<file path="src/rtl/riscv_regs_mp_if.sv">
// Bundles the issue-side read/reserve ports and writeback ports of the register file.
// The master is the core pipeline; the slave is the register file.
interface riscv_regs_mp_if #(
  parameter int WORD_LENGTH = 32,
  parameter int ADDR_LENGTH = 5,
  parameter int NUM_REGS    = 32,
  parameter int NUM_READ    = 2,
  parameter int NUM_WRITE   = 2
);
  logic [NUM_READ*ADDR_LENGTH-1:0]  read_addr;
  logic [NUM_READ*WORD_LENGTH-1:0]  read_data;
  logic [NUM_READ-1:0]              read_ready;
  logic [NUM_WRITE-1:0]             write_en;
  logic [NUM_WRITE*ADDR_LENGTH-1:0] write_addr;
  logic [NUM_WRITE*WORD_LENGTH-1:0] write_data;
  logic                             rsv_en;
  logic [ADDR_LENGTH-1:0]           rsv_addr;
  logic                             rsv_stall;
  logic [NUM_REGS-1:0]              busy_vec;

  modport master (
    output read_addr, write_en, write_addr, write_data, rsv_en, rsv_addr,
    input  read_data, read_ready, rsv_stall, busy_vec
  );

  modport slave (
    input  read_addr, write_en, write_addr, write_data, rsv_en, rsv_addr,
    output read_data, read_ready, rsv_stall, busy_vec
  );
endinterface

</file>
<file path="src/rtl/riscv_regs_mp.sv">
// Multi-port integer register file with a per-register busy scoreboard and
// optional same-cycle writeback-to-read forwarding. x0 is hardwired to zero.
module riscv_regs_mp #(
  parameter int WORD_LENGTH = 32,
  parameter int ADDR_LENGTH = 5,
  parameter int NUM_REGS    = 32,
  parameter int NUM_READ    = 2,
  parameter int NUM_WRITE   = 2,
  parameter int BYPASS      = 1
) (
  input  logic           clk,
  input  logic           rst,
  riscv_regs_mp_if.slave bus
);
  localparam logic [ADDR_LENGTH:0] NUM_REGS_W = (ADDR_LENGTH+1)'(NUM_REGS);

  logic [WORD_LENGTH-1:0] r_regs [NUM_REGS];
  logic [NUM_REGS-1:0]    r_busy;
  logic [NUM_REGS-1:0]    w_busy_next;

  logic [ADDR_LENGTH-1:0] w_wr_addr  [NUM_WRITE];
  logic [WORD_LENGTH-1:0] w_wr_data  [NUM_WRITE];
  logic [NUM_WRITE-1:0]   w_wr_valid;

  logic w_rsv_valid;
  logic w_rsv_wr_hit;
  logic w_rsv_stall;

  // A write is only real when it targets an existing, non-zero register.
  for (genvar gi = 0; gi < NUM_WRITE; gi++) begin : g_wr
    assign w_wr_addr[gi]  = bus.write_addr[gi*ADDR_LENGTH +: ADDR_LENGTH];
    assign w_wr_data[gi]  = bus.write_data[gi*WORD_LENGTH +: WORD_LENGTH];
    assign w_wr_valid[gi] = bus.write_en[gi] && (w_wr_addr[gi] != '0) &&
                            ({1'b0, w_wr_addr[gi]} < NUM_REGS_W);
  end

  always_comb begin
    w_rsv_valid  = bus.rsv_en && (bus.rsv_addr != '0) &&
                   ({1'b0, bus.rsv_addr} < NUM_REGS_W);
    w_rsv_wr_hit = 1'b0;
    for (int j = 0; j < NUM_WRITE; j++) begin
      if (w_wr_valid[j] && (w_wr_addr[j] == bus.rsv_addr)) begin
        w_rsv_wr_hit = 1'b1;
      end
    end
    w_rsv_stall = 1'b0;
    if (w_rsv_valid) begin
      w_rsv_stall = r_busy[bus.rsv_addr] && !w_rsv_wr_hit;
    end
  end

  // Writeback clears first, then an accepted reservation sets, so a new producer wins.
  always_comb begin
    w_busy_next = r_busy;
    for (int j = 0; j < NUM_WRITE; j++) begin
      if (w_wr_valid[j]) begin
        w_busy_next[w_wr_addr[j]] = 1'b0;
      end
    end
    if (w_rsv_valid && !w_rsv_stall) begin
      w_busy_next[bus.rsv_addr] = 1'b1;
    end
  end

  // Ascending port order gives the highest-index port priority on conflicts.
  always_ff @(posedge clk) begin
    if (rst) begin
      for (int r = 0; r < NUM_REGS; r++) begin
        r_regs[r] <= '0;
      end
      r_busy <= '0;
    end else begin
      for (int j = 0; j < NUM_WRITE; j++) begin
        if (w_wr_valid[j]) begin
          r_regs[w_wr_addr[j]] <= w_wr_data[j];
        end
      end
      r_busy <= w_busy_next;
    end
  end

  for (genvar gi = 0; gi < NUM_READ; gi++) begin : g_rd
    logic [ADDR_LENGTH-1:0] w_addr;
    logic [WORD_LENGTH-1:0] w_data;
    logic                   w_ready;

    assign w_addr = bus.read_addr[gi*ADDR_LENGTH +: ADDR_LENGTH];

    always_comb begin
      w_data  = '0;
      w_ready = 1'b1;
      if ((w_addr != '0) && ({1'b0, w_addr} < NUM_REGS_W)) begin
        w_data  = r_regs[w_addr];
        w_ready = !r_busy[w_addr];
        if (BYPASS != 0) begin
          for (int j = 0; j < NUM_WRITE; j++) begin
            if (w_wr_valid[j] && (w_wr_addr[j] == w_addr)) begin
              w_data  = w_wr_data[j];
              w_ready = 1'b1;
            end
          end
        end
      end
    end

    assign bus.read_data[gi*WORD_LENGTH +: WORD_LENGTH] = w_data;
    assign bus.read_ready[gi]                           = w_ready;
  end

  assign bus.rsv_stall = w_rsv_stall;
  assign bus.busy_vec  = r_busy;
endmodule

</file>
<file path="src/flat_wrapper.sv">
// flat-port wrapper written by rule: the top's interface ports become plain ports
module riscv_regs_mp_flat 
#(
  parameter int WORD_LENGTH = 32,
  parameter int ADDR_LENGTH = 5,
  parameter int NUM_REGS    = 32,
  parameter int NUM_READ    = 2,
  parameter int NUM_WRITE   = 2,
  parameter int BYPASS      = 1
)
  (clk, rst, bus_read_addr, bus_write_en, bus_write_addr, bus_write_data, bus_rsv_en, bus_rsv_addr, bus_read_data, bus_read_ready, bus_rsv_stall, bus_busy_vec);
  riscv_regs_mp_if #(.WORD_LENGTH(WORD_LENGTH), .ADDR_LENGTH(ADDR_LENGTH), .NUM_REGS(NUM_REGS), .NUM_READ(NUM_READ), .NUM_WRITE(NUM_WRITE)) bus_i ();
  input  logic clk;
  input  logic rst;
  input wire logic [$bits(bus_i.read_addr)-1:0] bus_read_addr;
  input wire logic [$bits(bus_i.write_en)-1:0] bus_write_en;
  input wire logic [$bits(bus_i.write_addr)-1:0] bus_write_addr;
  input wire logic [$bits(bus_i.write_data)-1:0] bus_write_data;
  input wire logic [$bits(bus_i.rsv_en)-1:0] bus_rsv_en;
  input wire logic [$bits(bus_i.rsv_addr)-1:0] bus_rsv_addr;
  output wire logic [$bits(bus_i.read_data)-1:0] bus_read_data;
  output wire logic [$bits(bus_i.read_ready)-1:0] bus_read_ready;
  output wire logic [$bits(bus_i.rsv_stall)-1:0] bus_rsv_stall;
  output wire logic [$bits(bus_i.busy_vec)-1:0] bus_busy_vec;
  assign bus_i.read_addr = bus_read_addr;
  assign bus_i.write_en = bus_write_en;
  assign bus_i.write_addr = bus_write_addr;
  assign bus_i.write_data = bus_write_data;
  assign bus_i.rsv_en = bus_rsv_en;
  assign bus_i.rsv_addr = bus_rsv_addr;
  assign bus_read_data = bus_i.read_data;
  assign bus_read_ready = bus_i.read_ready;
  assign bus_rsv_stall = bus_i.rsv_stall;
  assign bus_busy_vec = bus_i.busy_vec;
  riscv_regs_mp #(.WORD_LENGTH(WORD_LENGTH), .ADDR_LENGTH(ADDR_LENGTH), .NUM_REGS(NUM_REGS), .NUM_READ(NUM_READ), .NUM_WRITE(NUM_WRITE), .BYPASS(BYPASS)) u_core (.clk(clk), .rst(rst), .bus(bus_i));
endmodule
</file>
<file path="config.mk">
export PLATFORM = sky130hd
export DESIGN_NAME = riscv_regs_mp_flat
export DESIGN_NICKNAME = d
export VERILOG_FILES = /design/src/rtl/riscv_regs_mp_if.sv /design/src/rtl/riscv_regs_mp.sv /design/src/flat_wrapper.sv
export SDC_FILE = /design/constraint.sdc
export NUM_CORES = 2
export LEC_CHECK = 0
export CAP_MARGIN = 5
export CORE_UTILIZATION = 36
export CTS_BUF_LIST = sky130_fd_sc_hd__clkbuf_16
export DETAILED_ROUTE_END_ITERATION = 16
export GPL_TIMING_DRIVEN = 1
export PLACE_DENSITY_LB_ADDON = 0.15
export SLEW_MARGIN = 20
export SYNTH_ARGS = -nofsm -noshare
export SYNTH_HDL_FRONTEND = slang
export SYNTH_SLANG_ARGS = --single-unit
</file>
<file path="constraint.sdc">
create_clock -name clk -period 6.9 [get_ports clk]
set_input_delay 1.38 -clock clk [delete_from_list [all_inputs] [get_ports clk]]
set_output_delay 1.38 -clock clk [all_outputs]
set_load 0.01 [all_outputs]
</file>
==> flow_summary.ini <==
[run_status]
status = completed

[cts]
clock-root-buffer = clkbuf_16
postCtsResizedCells = 0
cts_inserted_buffers = 120
clkTransAtPathRegs_ps = 60
cts_sinks = 1056
cts_hold_buf = 0
h-tree-depth = 3
cts_buffer_depth = 3
insertion_delay_ps = 770
cts_tree = yes
post-cts-setup-buffers = 0

[placement]
place.gp.congestion = 0.956
hpwl_um = 173000
io_buffers = 192

[detailed_routing]
vias = 47500
routedWlPerCell_um = 41.3
ant_nets = 0
drtIter0Drc = 6731
viasPerCell = 7.05
drc = 0
wl_um = 278000
drt-pass1-iter-count = 6

[die]
initial_core_util_pct = 36.3
rows = 151
placeableCoreArea_um2 = 169000
dieArea_um2 = 172000
fp.dieH_um = 415
die_x_um = 415
pin_count = 193

[hold_path]
hold_class = flip-flop to flip-flop

[logic_synthesis]
synth_top_family_by_area = multiplexers
synth_compound_area_share_pct = 19.8
ys_seq_area_share_pct = 51.1
synth_top_area_share_pct = 50.0
synth_flop_cell = edfxtp_1
synthMuxAreaShare_pct = 20.5
synthesis.area_um2 = 61500
netlist_top_cells_count = 1024 x edfxtp_1, 993 x a22o_1, 525 x clkbuf_1
avgSynthCellArea_um2 = 13.7
synth.ff_latch_count = 1056
synth_xor_area_share_pct = 0.427
synth_area_leaders = edfxtp_1 50%, mux4_2 15%, a22o_1 14%
synth-edff-count = 1024
syn_inst = 4477
synth-simple-area-share_pct = 3.35
ys_warn_count = 0
yosysMostFrequentCell = edfxtp_1
synthDistinctLibCells = 53
async_reset_ff_share_pct = 0
synth_top_area_cell = edfxtp_1
synthAdderAreaFrac_pct = 0

[global_routing]
grt_overflow = 0
gr-usage-met2_pct = 49.0
grt.total_usage_pct = 31.4
met1_usage_pct = 41.3
grt_pass1_wl_um = 380000
grt_max_degree = 79
first_global_vias = 45800
antenna_found_initial = 7
busiest_layer = met2
met3_usage_pct = 7.23

[worst_setup_path]
critPathMaxFanout = 19
cpMaxStageDelayCell = clkdlybuf4s50_1
critPathMaxStageDelay_ps = 870
path_class = primary input to primary output
cp_data_arrival_time_ps = 5090
crit_chain = clkdlybuf4s50_1 > xnor2_1 > nand3_1 > nor4_1 > nor3b_2 > buf_4 > buf_4 > a22oi_1 > nand2_1 > clkdlybuf4s50_1
cp.required_ps = 5520
crit_path_start_kind = primary input
endpoint_kind = primary output

[timing]
rsz0062_at_grt = false
worstMarginPinSlew_ps = 1230
slew_viol_final = 0
min_period_over_period_pct = 93.8
fmax_mhz = 155
min_period_ps = 6470
setup_violations = 0
setup_tns_ps = 0
slew_headroom_pct = 16.0
final_hold_viol_count = 0
skew_ps = 10.4

[power_and_ir_drop]
pwr-share-clk_pct = 38.6
p_leak_nw = 24.0
peakVddDrop_mv = 0.228
p_sw_w = 0.00469
power_density_nw_per_um2 = 237
p_total_w = 0.0167
power_switching_share_pct = 28.1
combPwrFrac_pct = 15.7
intPower_w = 0.0120
p_seq_share_pct = 45.7

[cells_and_area]
drive_above_1_share_pct = 22.8
layout.nets = 4508
syn_to_final_growth_pct = 14.6

[job]
maxCapViolations = 0
[flip-flops by register name, indices dropped and copies added, names as in the netlist]
| name | flops |
|---|---|
| u_core.r_regs | 1024 |
| u_core.bus.busy_vec | 32 |
[power by group through the flow]
| stage | sequential (W) | combinational (W) | clock, W |
|---|---|---|---|
| 5_1_grt | 0.00766 | 0.00267 | 0.00669 |
| 2_1_floorplan | 0.00768 | 0.00141 | 0 |
| 6_report | 0.00762 | 0.00262 | 0.00643 |
| 4_1_cts | 0.00762 | 0.00256 | 0.00646 |
| 3_5_place_dp | 0.00775 | 0.00256 | 0 |
| 3_3_place_gp | 0.00773 | 0.00255 | 0 |
[critical path, delay by kind of cell]
family / cells / cell delay [ps]
AO/OA/AOI/OAI: 1 / 100
XOR/XNOR: 1 / 190
buffers and inverters: 4 / 2040
AND/OR/NAND/NOR: 4 / 1350
[cell families (layout without fill, tap and decap cells)]
kind of cell | after synthesis | count (layout)
other | 1 | 36
XOR/XNOR | 30 | 30
AND/OR/NAND/NOR | 428 | 428
AO/OA/AOI/OAI | 1473 | 1473
buffers and inverters | 744 | 750
flip-flops | 1056 | 1056
multiplexers | 745 | 745
[per-stage QoR]
step           utilization, %  setup slack [ps]  area (um^2)  std cells  hold WS (ps)
5_1_grt                  41.6               338        70400       6734           558
2_1_floorplan               -              1920        61600       4508           521
3_3_place_gp             39.3               569        66600       6510           517
3_5_place_dp             39.3               521        66600       6510           521
6_report                 41.6               430        70400       6736           528
4_1_cts                  41.6               519        70400       6732           530
[worst paths after layout]
path	endpoint	depth (start not counted)	startpoint	slack (ps)
setup / recovery	bus_read_data[34]	10	bus_write_addr[0]	430
hold / removal	u_core.bus.busy_vec[26]$_SDFF_PP0_	2	u_core.bus.busy_vec[26]$_SDFF_PP0_	530
setup reg to reg	u_core.bus.busy_vec[25]$_SDFF_PP0_	6	u_core.bus.busy_vec[17]$_SDFF_PP0_	4610
hold reg to reg	u_core.bus.busy_vec[26]$_SDFF_PP0_	2	u_core.bus.busy_vec[26]$_SDFF_PP0_	530
[cell type report]
class                   count  area, um^2
clock buffers             120        3000
diodes                      4        10.0
fillers                 15300       99000
inverters                  34         128
clock inverters           102         840
repair buffers            494        4540
multi-input cells        2708       27800
flip-flops and latches   1056       31400
well taps                2218        2780
[cells in the final DEF, fill, tap and decap left out, drive strengths merged, types with 17 or more instances in the layout]
cell           count
a211oi            59
clkbuf           120
mux2              17
mux4             412
or3               35
nand2            111
inv               67
a2111oi           24
a22o             993
nand3             42
clkinv            51
nor3              56
buf              313
mux2i            316
dfxtp             32
o22ai             91
edfxtp          1024
conb              32
a221o             33
clkdlybuf4s50    181
o221ai            61
a22oi             92
o21ai             31
a21oi             69
nor2             112
[per-layer routing]
layer	share of wire, %	wire [um]
met1	39	107000
met4	5.0	13900
met5	0.020	55
met3	11	29900
met2	46	127000
No activity file was read; power rests on OpenSTA's default activity.
